==> config.mk <==
export PLATFORM = sky130hd
export DESIGN_NAME = result_drain_packer
export DESIGN_NICKNAME = d
export VERILOG_FILES = /design/src/rtl/result_drain_packer.sv
export SDC_FILE = /design/constraint.sdc
export NUM_CORES = 1
export LEC_CHECK = 0
export ABC_AREA = 0
export BUFFER_PORTS_ARGS = -buffer_cell sky130_fd_sc_hd__buf_4
export CORE_UTILIZATION = 41
export CTS_BUF_LIST = sky130_fd_sc_hd__clkbuf_4 sky130_fd_sc_hd__clkbuf_8
export DETAILED_ROUTE_END_ITERATION = 12
export GPL_TIMING_DRIVEN = 0
export PLACE_DENSITY = 0.67
export SETUP_SLACK_MARGIN = 0.05
export SLEW_MARGIN = 10
export SYNTH_ARGS = -nofsm -noshare
export SYNTH_HDL_FRONTEND = slang
export SYNTH_SLANG_ARGS = --single-unit
==> constraint.sdc <==
create_clock -name clk -period 2.1 [get_ports clk]
set_clock_uncertainty 0.15 [all_clocks]
set_input_delay 0.42 -clock clk [delete_from_list [all_inputs] [get_ports clk]]
set_output_delay 0.42 -clock clk [all_outputs]
set_load 0.05 [all_outputs]
==> src/rtl/result_drain_packer.sv <==
// Result drain and packer. Reads results from the core's result buffer one at a time.
// Each result goes through optional ReLU, an arithmetic right shift and saturation.
// PACK results are packed into each output word, and the words are written to the
// output feature-map memory.
module result_drain_packer #(
  parameter int unsigned DATA_WIDTH  = 8,
  parameter int unsigned OUT_WIDTH   = 8,
  parameter int unsigned PACK        = 4,
  parameter int unsigned ADDR_WIDTH  = 8,
  parameter int unsigned COUNT_WIDTH = 16,
  parameter int unsigned SHIFT_WIDTH = 4
) (
  input  logic                      clk,
  input  logic                      reset,
  input  logic                      start,
  input  logic [COUNT_WIDTH-1:0]    total_count,
  input  logic [ADDR_WIDTH-1:0]     base_addr,
  input  logic                      relu_en,
  input  logic [SHIFT_WIDTH-1:0]    shift,
  input  logic [DATA_WIDTH-1:0]     result_buffer_out,
  input  logic                      result_buffer_empty,
  input  logic                      result_buffer_valid,
  output logic                      result_buffer_read_enable,
  output logic                      mem_wen,
  output logic [ADDR_WIDTH-1:0]     mem_waddr,
  output logic [PACK*OUT_WIDTH-1:0] mem_wdata,
  input  logic                      mem_ready,
  output logic                      busy,
  output logic                      done,
  output logic [COUNT_WIDTH-1:0]    sat_count
);

  localparam int unsigned LaneW = (PACK > 1) ? $clog2(PACK) : 1;
  // One spare bit over the wider of input/output so the clamp compares never overflow.
  localparam int unsigned ExtW  = ((DATA_WIDTH > OUT_WIDTH) ? DATA_WIDTH : OUT_WIDTH) + 1;
  localparam logic [LaneW-1:0] LastLane = LaneW'(PACK - 1);
  localparam logic signed [ExtW-1:0] OutMax = ExtW'((64'sd1 <<< (OUT_WIDTH - 1)) - 64'sd1);
  localparam logic signed [ExtW-1:0] OutMin = ~OutMax;

  typedef enum logic [2:0] {StIdle, StReq, StWait, StFlush, StDone} state_e;

  state_e                    state_q, state_d;
  logic [COUNT_WIDTH-1:0]    total_q, total_d;
  logic [COUNT_WIDTH-1:0]    cnt_q, cnt_d;
  logic [COUNT_WIDTH-1:0]    sat_q, sat_d;
  logic [ADDR_WIDTH-1:0]     addr_q, addr_d;
  logic                      relu_q, relu_d;
  logic [SHIFT_WIDTH-1:0]    shift_q, shift_d;
  logic [LaneW-1:0]          lane_idx_q, lane_idx_d;
  logic [PACK*OUT_WIDTH-1:0] lanes_q, lanes_d;

  logic signed [ExtW-1:0] ext_v, relu_v, shr_v;
  logic                   sat_hi, sat_lo, lane_sat;
  logic [OUT_WIDTH-1:0]   lane_val;

  // Requantise the incoming result: sign-extend, ReLU, shift, saturate.
  always_comb begin
    ext_v    = {{(ExtW - DATA_WIDTH){result_buffer_out[DATA_WIDTH-1]}}, result_buffer_out};
    relu_v   = (relu_q && ext_v[ExtW-1]) ? '0 : ext_v;
    shr_v    = relu_v >>> shift_q;
    sat_hi   = shr_v > OutMax;
    sat_lo   = shr_v < OutMin;
    lane_sat = sat_hi || sat_lo;
    if (sat_hi) begin
      lane_val = OutMax[OUT_WIDTH-1:0];
    end else if (sat_lo) begin
      lane_val = OutMin[OUT_WIDTH-1:0];
    end else begin
      lane_val = shr_v[OUT_WIDTH-1:0];
    end
  end

  // Next-state logic for the drain FSM and its datapath registers.
  always_comb begin
    state_d                   = state_q;
    total_d                   = total_q;
    cnt_d                     = cnt_q;
    sat_d                     = sat_q;
    addr_d                    = addr_q;
    relu_d                    = relu_q;
    shift_d                   = shift_q;
    lane_idx_d                = lane_idx_q;
    lanes_d                   = lanes_q;
    result_buffer_read_enable = 1'b0;
    unique case (state_q)
      StIdle, StDone: begin
        if (start) begin
          total_d    = total_count;
          addr_d     = base_addr;
          relu_d     = relu_en;
          shift_d    = shift;
          sat_d      = '0;
          cnt_d      = '0;
          lane_idx_d = '0;
          lanes_d    = '0;
          state_d    = (total_count == '0) ? StDone : StReq;
        end
      end
      StReq: begin
        if (!result_buffer_empty) begin
          result_buffer_read_enable = 1'b1;
          state_d                   = StWait;
        end
      end
      StWait: begin
        if (result_buffer_valid) begin
          lanes_d[lane_idx_q*OUT_WIDTH +: OUT_WIDTH] = lane_val;
          cnt_d = cnt_q + 1'b1;
          if (lane_sat && (sat_q != '1)) begin
            sat_d = sat_q + 1'b1;
          end
          if ((lane_idx_q == LastLane) || (cnt_d == total_q)) begin
            state_d = StFlush;
          end else begin
            lane_idx_d = lane_idx_q + 1'b1;
            state_d    = StReq;
          end
        end
      end
      StFlush: begin
        if (mem_ready) begin
          addr_d     = addr_q + 1'b1;
          lanes_d    = '0;
          lane_idx_d = '0;
          state_d    = (cnt_q == total_q) ? StDone : StReq;
        end
      end
      default: state_d = StIdle;
    endcase
  end

  // State and datapath registers; reset aborts any drain in progress.
  always_ff @(posedge clk or negedge reset) begin
    if (!reset) begin
      state_q    <= StIdle;
      total_q    <= '0;
      cnt_q      <= '0;
      sat_q      <= '0;
      addr_q     <= '0;
      relu_q     <= 1'b0;
      shift_q    <= '0;
      lane_idx_q <= '0;
      lanes_q    <= '0;
    end else begin
      state_q    <= state_d;
      total_q    <= total_d;
      cnt_q      <= cnt_d;
      sat_q      <= sat_d;
      addr_q     <= addr_d;
      relu_q     <= relu_d;
      shift_q    <= shift_d;
      lane_idx_q <= lane_idx_d;
      lanes_q    <= lanes_d;
    end
  end

  // Status and write-port outputs come straight from registers.
  always_comb begin
    busy      = (state_q == StReq) || (state_q == StWait) || (state_q == StFlush);
    done      = (state_q == StDone);
    mem_wen   = (state_q == StFlush);
    mem_waddr = addr_q;
    mem_wdata = lanes_q;
    sat_count = sat_q;
  end

endmodule

==> metrics.txt <==
run status finished, violations left; failing checks hold timing, setup timing; clock network power share 18.2%; fin nets 729; vias in the first global route 4422; final cycle utilization of the critical path 102%; Seq/Total Area, Yosys 47.6%; EDFF count, synth 0; Most used DFF post-synth dfrtp_1; antenna cells 0; Final Wtd Congestion 0.845; CTS tree built; core area 0.0121 sq mm; Antenna Nets Post-Route 0; DRT Pass-1 Iters 6; Hold Buf Count CTS 0; CP dominant cell by count buf_8; Final Hold Viols 5; first-pass GRT wire length 21.9 mm; Placement Setup Slack -0.289 ns; Final WS setup -0.0510 ns; final worst path period need 2.15 ns; Sw Ratio 40.7%; layout cells sized above 1 44.7%; via/cell ratio 5.43; CP Max Fanout 6; clk sinks 98; Warnings, synthesis 0; adder-cell share of the synthesized area 1.70%; worst rel slew slack 41.2%; clock latency on the worst-skew pair 0.38 ns; Fin Hold WS -0.0189 ns; Ports 103; Clock transition at path regs 0.09 ns; Final setup viols 4; FMAX 465 MHz; #FFs+latches synth 98; initial antenna violation count 0; combinational group share of total power 48.4%; worst path cell trace buf_6, nand2b_4, or2_4, inv_4, buf_8, buf_8; final cell area excluding filler cells 0.00752 sq mm; most common cell after layout, fill and taps aside buf_4; max-cap viol count 0; H-tree Lvls 3; placed insts 778; post-synthesis async set-or-reset flop share 100%; Longest Clk Path Bufs 2; largest net degree at the start of global routing 99; sequential power share 33.4%; Cell Count, Final, Fillers Out 852; internal power 4.57 mW; root buffer cell clkbuf_8; Crit. End Element output port; Crit-path slowest cell dfrtp_1; DP Area 0.00614 sq mm; Pwr Density 1020 mW/mm^2; Reg2Reg Setup Slack -0.02 ns; initial DRC count 288; Post-Syn Instances 509; drc violations 0; syn avg cell area 10.1 sq um; number of CTS-inserted buffers 9; Cell Rows 40; post-synthesis mux area share 6.77%; post-DP HPWL 9.18 mm; Cell variety after synth 66; final WL 14.1 mm; WL per Instance 16.5 microns; Critical Path Max Stage Delay 0.39 ns; initial core utilization 42.6%; Remaining Overflow, GRT 0; peak supply drop 741 uV; Worst Setup SP state_q[2]$_DFFE_PN0P_; NetSw 3.14 mW; Tot Pwr 7.71 mW; Crit Path Category flop to output port; RSZ-0062 raised after global routing true; Total GRT Usage 21.5%; Hold Path Class input port to asynchronous set/reset pin; PortBufs 101; simple logic cell fraction of the synthesized area 19.9%; reg2reg start state_q[2]$_DFFE_PN0P_; syn_nets 559; WP data required 1.53 ns; overall die width 114 microns; commonest non-fill, non-tap cells in the layout buf_4 (145), dfrtp_1 (90), nand2_1 (49); synthesized area 0.00516 sq mm; worst slew pin tran 0.882 ns; Die ar. 0.0130 sq mm; P&R area growth vs syn 45.9%; largest family of logic cells by synthesized area simple AND/OR/NAND/NOR gates; WP data arrival 1.58 ns; Synth Area in XOR/XNOR 4.25%; CP Launch Type flop; max-slew violations 0; routed vias 4626; Compound-Gate Fraction of Synth Area 15.7%; Die Y 114 microns; P_leak 3.47 nW
[cells by family (layout without fill, tap and decap cells)]
logic type | Yosys count | count (layout)
simple gates | 183 | 183
compound gates | 123 | 123
flops | 98 | 98
buf+inv | 42 | 217
mux | 31 | 31
xor+xnor | 25 | 25
fa+ha+maj | 7 | 7
[flip-flops by register name, summed over array words and instances (netlist names)]
register	count
lane_idx_q	2
state_q	3
mem_wdata	32
mem_waddr	8
total_q	16
relu_q	1
cnt_q	16
shift_q	4
sat_count	16
[metal layers]
metal	vias up	wire length (microns)	GRT usage [%]	share of wire, %
met1	2272	6310	29.0	45
met2	149	6750	33.5	48
met5	-	0	0	0
li1	2178	-	-	-
met4	0	342	10.6	2.4
met3	27	681	3.76	4.8
[Yosys cell counts, types with 3 or more instances]
library cell | count | share of area (%)
a21oi_1 | 23 | 2.2
a22o_1 | 25 | 4.2
a31oi_1 | 5 | 0.61
and2_1 | 24 | 2.9
and3_1 | 4 | 0.49
buf_2 | 9 | 0.87
buf_4 | 3 | 0.44
buf_6 | 4 | 0.87
clkbuf_1 | 11 | 0.80
dfrtp_1 | 98 | 48
ha_1 | 7 | 1.7
inv_1 | 10 | 0.73
mux2_2 | 21 | 4.6
mux2i_1 | 9 | 1.7
nand2_1 | 52 | 3.8
nand2b_1 | 3 | 0.36
nand3_1 | 13 | 1.3
nand3b_1 | 3 | 0.44
nand4_1 | 9 | 1.1
nor2_1 | 17 | 1.2
nor2b_1 | 4 | 0.49
nor3_1 | 18 | 1.7
nor4_1 | 9 | 1.1
o211ai_1 | 3 | 0.44
o21ai_0 | 31 | 3.0
o21ai_1 | 8 | 0.78
o22ai_1 | 7 | 0.85
o31ai_1 | 3 | 0.44
or3_1 | 5 | 0.61
xnor2_1 | 10 | 1.7
xor2_1 | 15 | 2.5
[worst paths after layout]
check | depth (start not counted) | to
worst max-delay path | 6 | mem_wen
worst min-delay path | 1 | shift_q[1]$_DFFE_PN0P_
worst max register to register | 9 | cnt_q[15]$_DFFE_PN0P_
worst min register to register | 1 | sat_count[8]$_DFFE_PN0P_
max in group asynchronous | 1 | cnt_q[0]$_DFFE_PN0P_
min in group clk | 3 | relu_q$_DFFE_PN0P_
[metrics by stage]
| stage | utilization (%) | setup TNS (ns) |
|---|---|---|
| floorplan | - | 0 |
| global placement | 50.7 | -5.45 |
| detailed placement | 50.7 | -7.32 |
| CTS | 57.2 | -0.483 |
| global route | 62.1 | -0.968 |
| finish | 62.1 | -0.0939 |
[area by class of cell]
class                           count  area (sq um)
Clock inverter                      4          75.1
Tap cell                          168           210
Timing Repair Buffer              163          1340
Clock buffer                       12           153
Inverter                           12          55.1
Fill cell                         998          4590
Multi-Input combinational cell    369          3010
Buffer                             26           223
Sequential cell                    98          2460
[power by group through the flow]
stage | registers (mW) | logic [mW] | clock network (mW)
finish | 2.57 | 3.73 | 1.40
global route | 2.62 | 4.01 | 1.50
CTS | 2.53 | 3.22 | 1.43
detailed placement | 2.56 | 2.82 | 0
global placement | 2.55 | 2.76 | 0
floorplan | 2.83 | 1.74 | 0
[timing repair]
| item | 4_1_cts | 5_1_grt |
|---|---|---|
| setup buffers | 32 | 34 |
| pin swaps | 17 | 59 |
| cloned | 0 | 0 |
| resized for setup | 71 | 93 |
| hold endpoints to repair | 0 | 0 |
| setup endpoints to repair | 67 | 56 |
[critical path, delay by kind of cell (launching register included)]
family        cells  cell delay, ns
flops             1            0.39
simple gates      2            0.39
buf+inv           4            0.43
No activity file was read; power rests on OpenSTA's default activity.
